### config.mk
export PLATFORM = sky130hd
export DESIGN_NAME = truth_table_sweeper
export DESIGN_NICKNAME = d
export VERILOG_FILES = /design/src/rtl/tt_pkg.sv /design/src/rtl/truth_table_sweeper_popcount8.sv /design/src/rtl/truth_table_sweeper.sv
export SDC_FILE = /design/constraint.sdc
export NUM_CORES = 1
export LEC_CHECK = 0
export BUFFER_PORTS_ARGS = -buffer_cell sky130_fd_sc_hd__buf_2
export CAP_MARGIN = 20
export CORE_MARGIN = 1
export CORE_UTILIZATION = 50
export CTS_BUF_LIST = sky130_fd_sc_hd__clkbuf_16
export DETAILED_ROUTE_END_ITERATION = 8
export GPL_TIMING_DRIVEN = 0
export PLACE_DENSITY = 0.75
export SLEW_MARGIN = 25
export SYNTH_ARGS = -nofsm -noshare
export SYNTH_HDL_FRONTEND = slang
export SYNTH_HIERARCHICAL = 1
export SYNTH_SLANG_ARGS = --single-unit
### constraint.sdc
create_clock -name clk -period 9.33 [get_ports clk]
set_clock_uncertainty 0.1 [all_clocks]
set_input_delay 1.3995 -clock clk [delete_from_list [all_inputs] [get_ports clk]]
set_output_delay 1.3995 -clock clk [all_outputs]
set_load 0.01 [all_outputs]
### src/rtl/tt_pkg.sv
// Shared types and constants for the truth-table sweeper.
package tt_pkg;

  typedef enum logic [1:0] {
    IDLE   = 2'd0,
    DRIVE  = 2'd1,
    SAMPLE = 2'd2,
    DONE   = 2'd3
  } tt_state_t;

  localparam int unsigned N_VEC = 8;
  localparam int unsigned IDX_W = 3;
  localparam int unsigned CNT_W = 4;
  localparam int unsigned ERR_W = 4;
  localparam logic [N_VEC-1:0] EXPECTED_DEF = 8'hE8;

endpackage

### src/rtl/truth_table_sweeper_popcount8.sv
// Combinational population count of an 8-bit vector (0..8).
module popcount8 (
  input  logic [7:0] bits,
  output logic [3:0] count_c
);

  always_comb begin
    count_c = 4'd0;
    for (int i = 0; i < 8; i++) begin
      count_c = count_c + 4'(bits[i]);
    end
  end

endmodule

### src/rtl/truth_table_sweeper.sv
// Drives a 3-input function through all 8 input vectors, captures its
// truth table and compares it against an expected table.
module truth_table_sweeper
  import tt_pkg::*;
#(
  parameter int unsigned      SETTLE   = 1,
  parameter logic [N_VEC-1:0] EXPECTED = EXPECTED_DEF
) (
  input  logic             clk,
  input  logic             reset_n,
  input  logic             start,
  output logic             a,
  output logic             b,
  output logic             c,
  input  logic             y_in,
  output logic             busy,
  output logic             done,
  output logic [N_VEC-1:0] table_out,
  output logic             pass,
  output logic [N_VEC-1:0] mismatch,
  output logic [ERR_W-1:0] err_cnt
);

  localparam logic [CNT_W-1:0] SETTLE_LAST = CNT_W'(SETTLE - 1);
  localparam logic [IDX_W-1:0] IDX_LAST    = IDX_W'(N_VEC - 1);

  tt_state_t        state_q, state_nx;
  logic [IDX_W-1:0] idx_q, idx_nx;
  logic [CNT_W-1:0] cnt_q, cnt_nx;
  logic [IDX_W-1:0] abc_q, abc_nx;
  logic             busy_nx, done_nx, pass_nx;
  logic [N_VEC-1:0] table_nx, mismatch_nx;
  logic [ERR_W-1:0] err_nx;

  // Table including the bit captured this cycle, so the final compare sees bit 7.
  logic [N_VEC-1:0] table_sampled;
  logic [N_VEC-1:0] mismatch_sampled;
  logic [ERR_W-1:0] err_sampled_c;

  always_comb begin
    table_sampled        = table_out;
    table_sampled[idx_q] = y_in;
    mismatch_sampled     = table_sampled ^ EXPECTED;
  end

  popcount8 u_popcount (
    .bits    (mismatch_sampled),
    .count_c (err_sampled_c)
  );

  // Next-state and next-output logic.
  always_comb begin
    state_nx    = state_q;
    idx_nx      = idx_q;
    cnt_nx      = cnt_q;
    abc_nx      = abc_q;
    busy_nx     = busy;
    done_nx     = 1'b0;
    table_nx    = table_out;
    pass_nx     = pass;
    mismatch_nx = mismatch;
    err_nx      = err_cnt;

    case (state_q)
      IDLE: begin
        abc_nx = '0;
        if (start) begin
          state_nx = DRIVE;
          idx_nx   = '0;
          cnt_nx   = '0;
          table_nx = '0;
          busy_nx  = 1'b1;
        end
      end
      DRIVE: begin
        abc_nx = idx_q;
        if (cnt_q == SETTLE_LAST) begin
          state_nx = SAMPLE;
        end else begin
          cnt_nx = cnt_q + CNT_W'(1);
        end
      end
      SAMPLE: begin
        table_nx = table_sampled;
        if (idx_q == IDX_LAST) begin
          state_nx    = DONE;
          abc_nx      = '0;
          busy_nx     = 1'b0;
          done_nx     = 1'b1;
          pass_nx     = (mismatch_sampled == '0);
          mismatch_nx = mismatch_sampled;
          err_nx      = err_sampled_c;
        end else begin
          state_nx = DRIVE;
          idx_nx   = idx_q + IDX_W'(1);
          cnt_nx   = '0;
          abc_nx   = idx_q + IDX_W'(1);
        end
      end
      DONE: begin
        state_nx = IDLE;
        abc_nx   = '0;
      end
      default: begin
        state_nx = IDLE;
        abc_nx   = '0;
        busy_nx  = 1'b0;
      end
    endcase
  end

  always_ff @(posedge clk or negedge reset_n) begin
    if (!reset_n) begin
      state_q   <= IDLE;
      idx_q     <= '0;
      cnt_q     <= '0;
      abc_q     <= '0;
      busy      <= 1'b0;
      done      <= 1'b0;
      table_out <= '0;
      pass      <= 1'b0;
      mismatch  <= '0;
      err_cnt   <= '0;
    end else begin
      state_q   <= state_nx;
      idx_q     <= idx_nx;
      cnt_q     <= cnt_nx;
      abc_q     <= abc_nx;
      busy      <= busy_nx;
      done      <= done_nx;
      table_out <= table_nx;
      pass      <= pass_nx;
      mismatch  <= mismatch_nx;
      err_cnt   <= err_nx;
    end
  end

  assign a = abc_q[2];
  assign b = abc_q[1];
  assign c = abc_q[0];

endmodule

After elaboration in Yosys (flattened, before gate mapping)
Cells that the tools add are included.
{"block": "word_totals", "latch_bits": 0, "out_inout_bits": 26, "mem_bits_rw": 0, "romBits": 0, "in_bits": 4, "mem_count": 0, "reg_bits": 35}
{"block": "op_classes", "n_eq_ne": 9, "add_sub_neg": 9, "reduce_logical": 13, "magnitude_cmp": 2, "shifts": 0, "bitwise": 1, "n_mux": 23, "multipliers": 0, "div_mod_pow": 0}
{"op": "adder 4 x 1 -> 4 bit", "count": 6}
{"op": "case mux 8 bit (2 select lines)", "count": 1}
{"op": "2-to-1 mux 4 bit", "count": 3}
{"op": "case mux 4 bit (3 select lines)", "count": 1}
{"op": "inequality test 2 bit, second input constant", "count": 5}
{"op": "2-to-1 mux 3 bit", "count": 3}
{"op": "case mux 3 bit (3 select lines)", "count": 1}
{"op": "bitwise mux 8 bit", "count": 1}
{"op": "logical NOT 8 bit", "count": 1}
{"op": "2-to-1 mux 8 bit", "count": 1}
{"op": "case mux 2 bit (4 select lines)", "count": 1}
{"op": "2-to-1 mux 2 bit", "count": 3}
{"op": "case mux 3 bit (2 select lines)", "count": 1}
{"op": "AND reduction 2 bit", "count": 3}
{"op": "AND reduction 3 bit", "count": 2}
{"op": "2-to-1 mux 1 bit", "count": 5}
{"op": "adder 4 x 1 -> 4 bit, second input constant", "count": 1}
{"op": "equality test 2 bit, second input constant", "count": 2}
{"op": "logical NOT 4 bit", "count": 1}
{"op": "< comparator 3 x 4 -> 1 bit, second input constant", "count": 1}
{"op": "inverter 4 bit", "count": 1}
{"op": "AND reduction 4 bit", "count": 1}
{"op": "adder 3 x 1 -> 3 bit, second input constant", "count": 1}
{"op": "demux 1 bit (select 3 bit)", "count": 1}
{"op": "other kinds (10)", "count": 10}

Depth between registers and ports, before layout
{"block": "logic_depth", "ltp_word": 12, "depth_mapped": 15}

Modules after synthesis
The synthesis kept the hierarchy.
{"mod": "truth_table_sweeper", "cells_each": 170, "n_inst": 1, "area_per_inst_um2": 1745.4}
{"mod": "popcount8", "cells_each": 24, "n_inst": 1, "area_per_inst_um2": 190.2}

Least setup slack after synthesis
Ideal clock, no wire load.
{"block": "synth_timing", "path_kind": "input-to-reg", "start": "input port y_in", "end": "register err_cnt[1]", "slack_ns": 4.830, "arrival_ns": 4.275, "setup_ns": 0.125, "path_stages": 13, "required_time_ns": 9.105, "path_cell_list": "buf_1 -> mux2i_1 -> inv_1 -> inv_1 -> fa_1 -> fa_1 -> fa_1 -> inv_1 -> ha_1 -> inv_1 -> fa_1 -> inv_1 -> mux2_2"}
{"block": "synth_between", "elab_chain_len": 8, "word_cells_on_any_way": 9, "cone_classes": "7 x add/sub; 1 x mux; 1 x bitwise"}
{"element": "start, declared", "line_no": "truth_table_sweeper.sv:15", "text": "input logic y_in,"}
{"element": "bitwise mux 8 bit", "line_no": "truth_table_sweeper.sv:42", "text": "table_sampled[idx_q] = y_in;"}
{"element": "via mismatch_sampled[0]", "line_no": "truth_table_sweeper.sv:37", "text": "logic [N_VEC-1:0] mismatch_sampled;"}
{"element": "adder 1 x 1 -> 2 bit", "line_no": "truth_table_sweeper_popcount8.sv:10", "text": "count_c = count_c + 4'(bits[i]);"}
{"element": "adder 4 x 1 -> 4 bit (6 in series)", "line_no": "truth_table_sweeper_popcount8.sv:10"}
{"element": "via err_sampled_c[1]", "line_no": "truth_table_sweeper.sv:38", "text": "logic [ERR_W-1:0] err_sampled_c;"}
{"element": "end signal, assigned", "line_no": "truth_table_sweeper.sv:134", "text": "err_cnt <= err_nx;"}
{"element": "end, declared", "line_no": "truth_table_sweeper.sv:21", "text": "output logic [ERR_W-1:0] err_cnt"}
The timed path passes the listed nets, and every way through them passes these cells.
A chain may end at the register's enable or synchronous reset.

Worst setup path in the final report
Ends and elaborated chain as after synthesis.

==> metrics <==
wire length of the first global-routing pass roughly 6900 um; maximum fanout along the worst path 10; pin count of the biggest net entering global routing 36; Initial DRC Count ~90; number of register bits inferred by synthesis 35; Worst Path Class, Setup input port to flop; leakage dissipation 1.17 nW; min-delay worst type flop to flop; total negative slack for setup checks 0 ps; via density per instance around 5.5; library cell appearing most often on the critical path sky130_fd_sc_hd__inv_1; Root Buffer Master sky130_fd_sc_hd__clkbuf_16; Max-Slew Margin vs Limit roughly half; register-to-register path setup slack 5170 ps; TritonCTS buffer count 5; Final Net Count 245; initial core utilization 52.5%; end-of-flow core utilization 61.7%; fill cell instance count of the final layout 320; vias in the first global route about 1500; count of cell types in the netlist 39; delay-heaviest family, CP adder cells; Die Area 0.00412 sq mm; area share of the largest cell type after synthesis 45.2%; DRC violations left 0; Final min period between 4000 and 5000 ps; Post-DRT Antenna Nets 0; Worst path max stage delay ~500 ps; fraction of the cycle the final worst path needs 49.6%; number of sinks driven by the clock tree 35; area growth from synthesis to layout 17.6%; synthesized instance count roughly 190; area of all sequential standard cells between 800 and 900 sq um; Hold-fix buffers, CTS 0; average instance area after synthesis around 10 sq um; most instantiated cells after synthesis sky130_fd_sc_hd__dfrtp_1 (35), sky130_fd_sc_hd__inv_1 (27), sky130_fd_sc_hd__nand2_1 (21); cell area after synthesis roughly 0.0019 sq mm; most frequently used flop master after synthesis sky130_fd_sc_hd__dfrtp_1; final hold violations 0; clock-pin slew on the worst setup and hold paths about 50 ps; main area contributors after synthesis sky130_fd_sc_hd__dfrtp_1 (45%), sky130_fd_sc_hd__inv_1 (5.2%), sky130_fd_sc_hd__mux2_2 (5.2%); H-tree levels 2; endpoint required time on the critical path ~9400 ps; critical path endpoint category flop; CTS tree done; net count of the mapped netlist 209; via count 1540; number of setup violations in the final report 0; top-level I/O count 30; post-detail-place hpwl around 2800 um; number of I/O port buffers 29; number of optimization iterations in the first detailed-route pass 4; Synth Warn # 6; startpoint kind of the worst setup timing path input port; outcome finished, final reports clean; endpoint arrival time on the critical path between 4000 and 5000 ps; total core area 0.00369 sq mm; ratio of cells with drive above 1 in the final layout between 20% and 30%; highest attainable clock frequency between 0.2 and 0.25 GHz; dominant cell by count in the synthesized netlist sky130_fd_sc_hd__dfrtp_1; final-report max-slew violation count 0; number of buffers on the longest clock path 2; global routing usage summed across all routing layers about 23%; final wirelength between 3000 and 4000 um; area of combinational cells with multiple inputs roughly 910 sq um; Buf+Inv Stages, Crit Path 7; max-cap check violation count 0; row count 22; height of the chip 64.2 um; GRT Residual Overflow 0; maximum resistive drop on vdd around 0.14 mV; Horiz. Die Dim 64.2 um; RSZ-0062 raised after global routing false; pin slew with the least headroom to its limit about 760 ps; number of antenna violations at the first check in global routing 0; worst-path cell with the longest stage delay sky130_fd_sc_hd__fa_1; Final Wtd Congestion between 0.8 and 0.9; share of flip-flops with an asynchronous set or reset 100%; wire length per cell 14.3 um; Post-synth EDFFs 0; library cell occupying the most area in the post-synthesis netlist sky130_fd_sc_hd__dfrtp_1; postcts setup bufs 0; post-CTS resize count 0; cells traversed along the worst timing path buf_2 > buf_1 > mux2i_1 > inv_1 > inv_1 > fa_1 > fa_1 > fa_1 > inv_1 > ha_1 > inv_1 > fa_1 > inv_1 > mux2_2; antenna diode count 0; clock latency on the worst-skew pair about 270 ps; power per cell area 297 mW/mm^2; part of the Yosys area used for sequential elements between 40 and 50%
## path summary, 6_finish.rpt
| kind | cells after the start | from | end |
|---|---|---|---|
| max | 14 | y_in | err_cnt[1] |
| min | 1 | cnt_q[3] | cnt_q[3] |
| max reg2reg | 15 | idx_q[2] | err_cnt[1] |
| min reg2reg | 1 | cnt_q[3] | cnt_q[3] |
| max in group asynchronous | 1 | reset_n | cnt_q[3] |
| min in group asynchronous | 1 | reset_n | err_cnt[3] |
## registers in the layout, indices dropped and copies added (netlist names)
name	flops
abc_q	3
busy	1
cnt_q	4
done	1
err_cnt	4
idx_q	3
mismatch	8
pass	1
state_q	2
table_out	8
## metrics by stage
stage | hold slack [ps] | setup slack [ps] | cells | area [sq um] | power [mW]
finish | 386 | 4700 | 279 | 2280 | 0.675
global route | 404 | 4470 | 279 | 2280 | 0.744
detailed placement | 375 | 4430 | 271 | 2140 | 0.520
floorplan | 352 | 4830 | 194 | 1940 | 0.442
CTS | 389 | 4720 | 279 | 2280 | 0.679
global placement | 375 | 4450 | 271 | 2140 | 0.508
## cell type report
class                      count  share of cell area, %
inverter                      28                   4.62
timing repair buffer          29                   6.37
clock buffer                   5                   5.49
sequential                    35                   38.5
tap                           48                   2.64
clock inverter                 3                  0.495
buffer                         8                   1.81
multi-input combinational    123                   40.1
## kinds of logic (layout without fill, tap and decap cells)
kind of cell / Yosys count / count (layout) / share of synthesized area, %
AND/OR/NAND/NOR: 50 / 50 / 13.4
multiplexers: 18 / 18 / 9.89
buffers and inverters: 36 / 73 / 7.56
XOR/XNOR: 1 / 1 / 0.453
flip-flops: 35 / 35 / 45.2
adder cells (fa/ha/maj): 11 / 11 / 8.66
AO/OA/AOI/OAI: 43 / 43 / 14.8
## per-layer routing
layer	vias to the layer above	GRT usage (%)	part of all wire [%]
met1	738	31.6	47
met3	8	5.89	5.3
met5	-	0	0
met2	48	32.3	46
li1	746	-	-
met4	0	11.7	1.8
## placed cells by master, fill, tap and decap left out, types with 7 or more instances in the layout
master / count
sky130_fd_sc_hd__dfrtp_1: 35
sky130_fd_sc_hd__inv_1: 28
sky130_fd_sc_hd__o21ai_0: 16
sky130_fd_sc_hd__ha_1: 7
sky130_fd_sc_hd__nor2_1: 7
sky130_fd_sc_hd__nand2_1: 21
sky130_fd_sc_hd__mux2_2: 9
sky130_fd_sc_hd__mux2i_1: 9
sky130_fd_sc_hd__buf_2: 29
sky130_fd_sc_hd__a21oi_1: 8
## worst register-to-register path: cells and delay by family (launching register included)
family	cells	cell delay, ps
adders and majority gates	5	1970
muxes	2	570
DFF	1	460
and+or+nand+nor	2	190
buffers and inverters	6	760
## where the power goes
| group | internal (mW) | total, mW | switching [mW] |
|---|---|---|---|
| Clock | 0.0959 | 0.153 | 0.0568 |
| Sequential | 0.183 | 0.215 | 0.0322 |
| Combinational | 0.133 | 0.307 | 0.175 |
| Total | 0.411 | 0.675 | 0.264 |
Note: power is estimated with default switching activity, not from simulation.
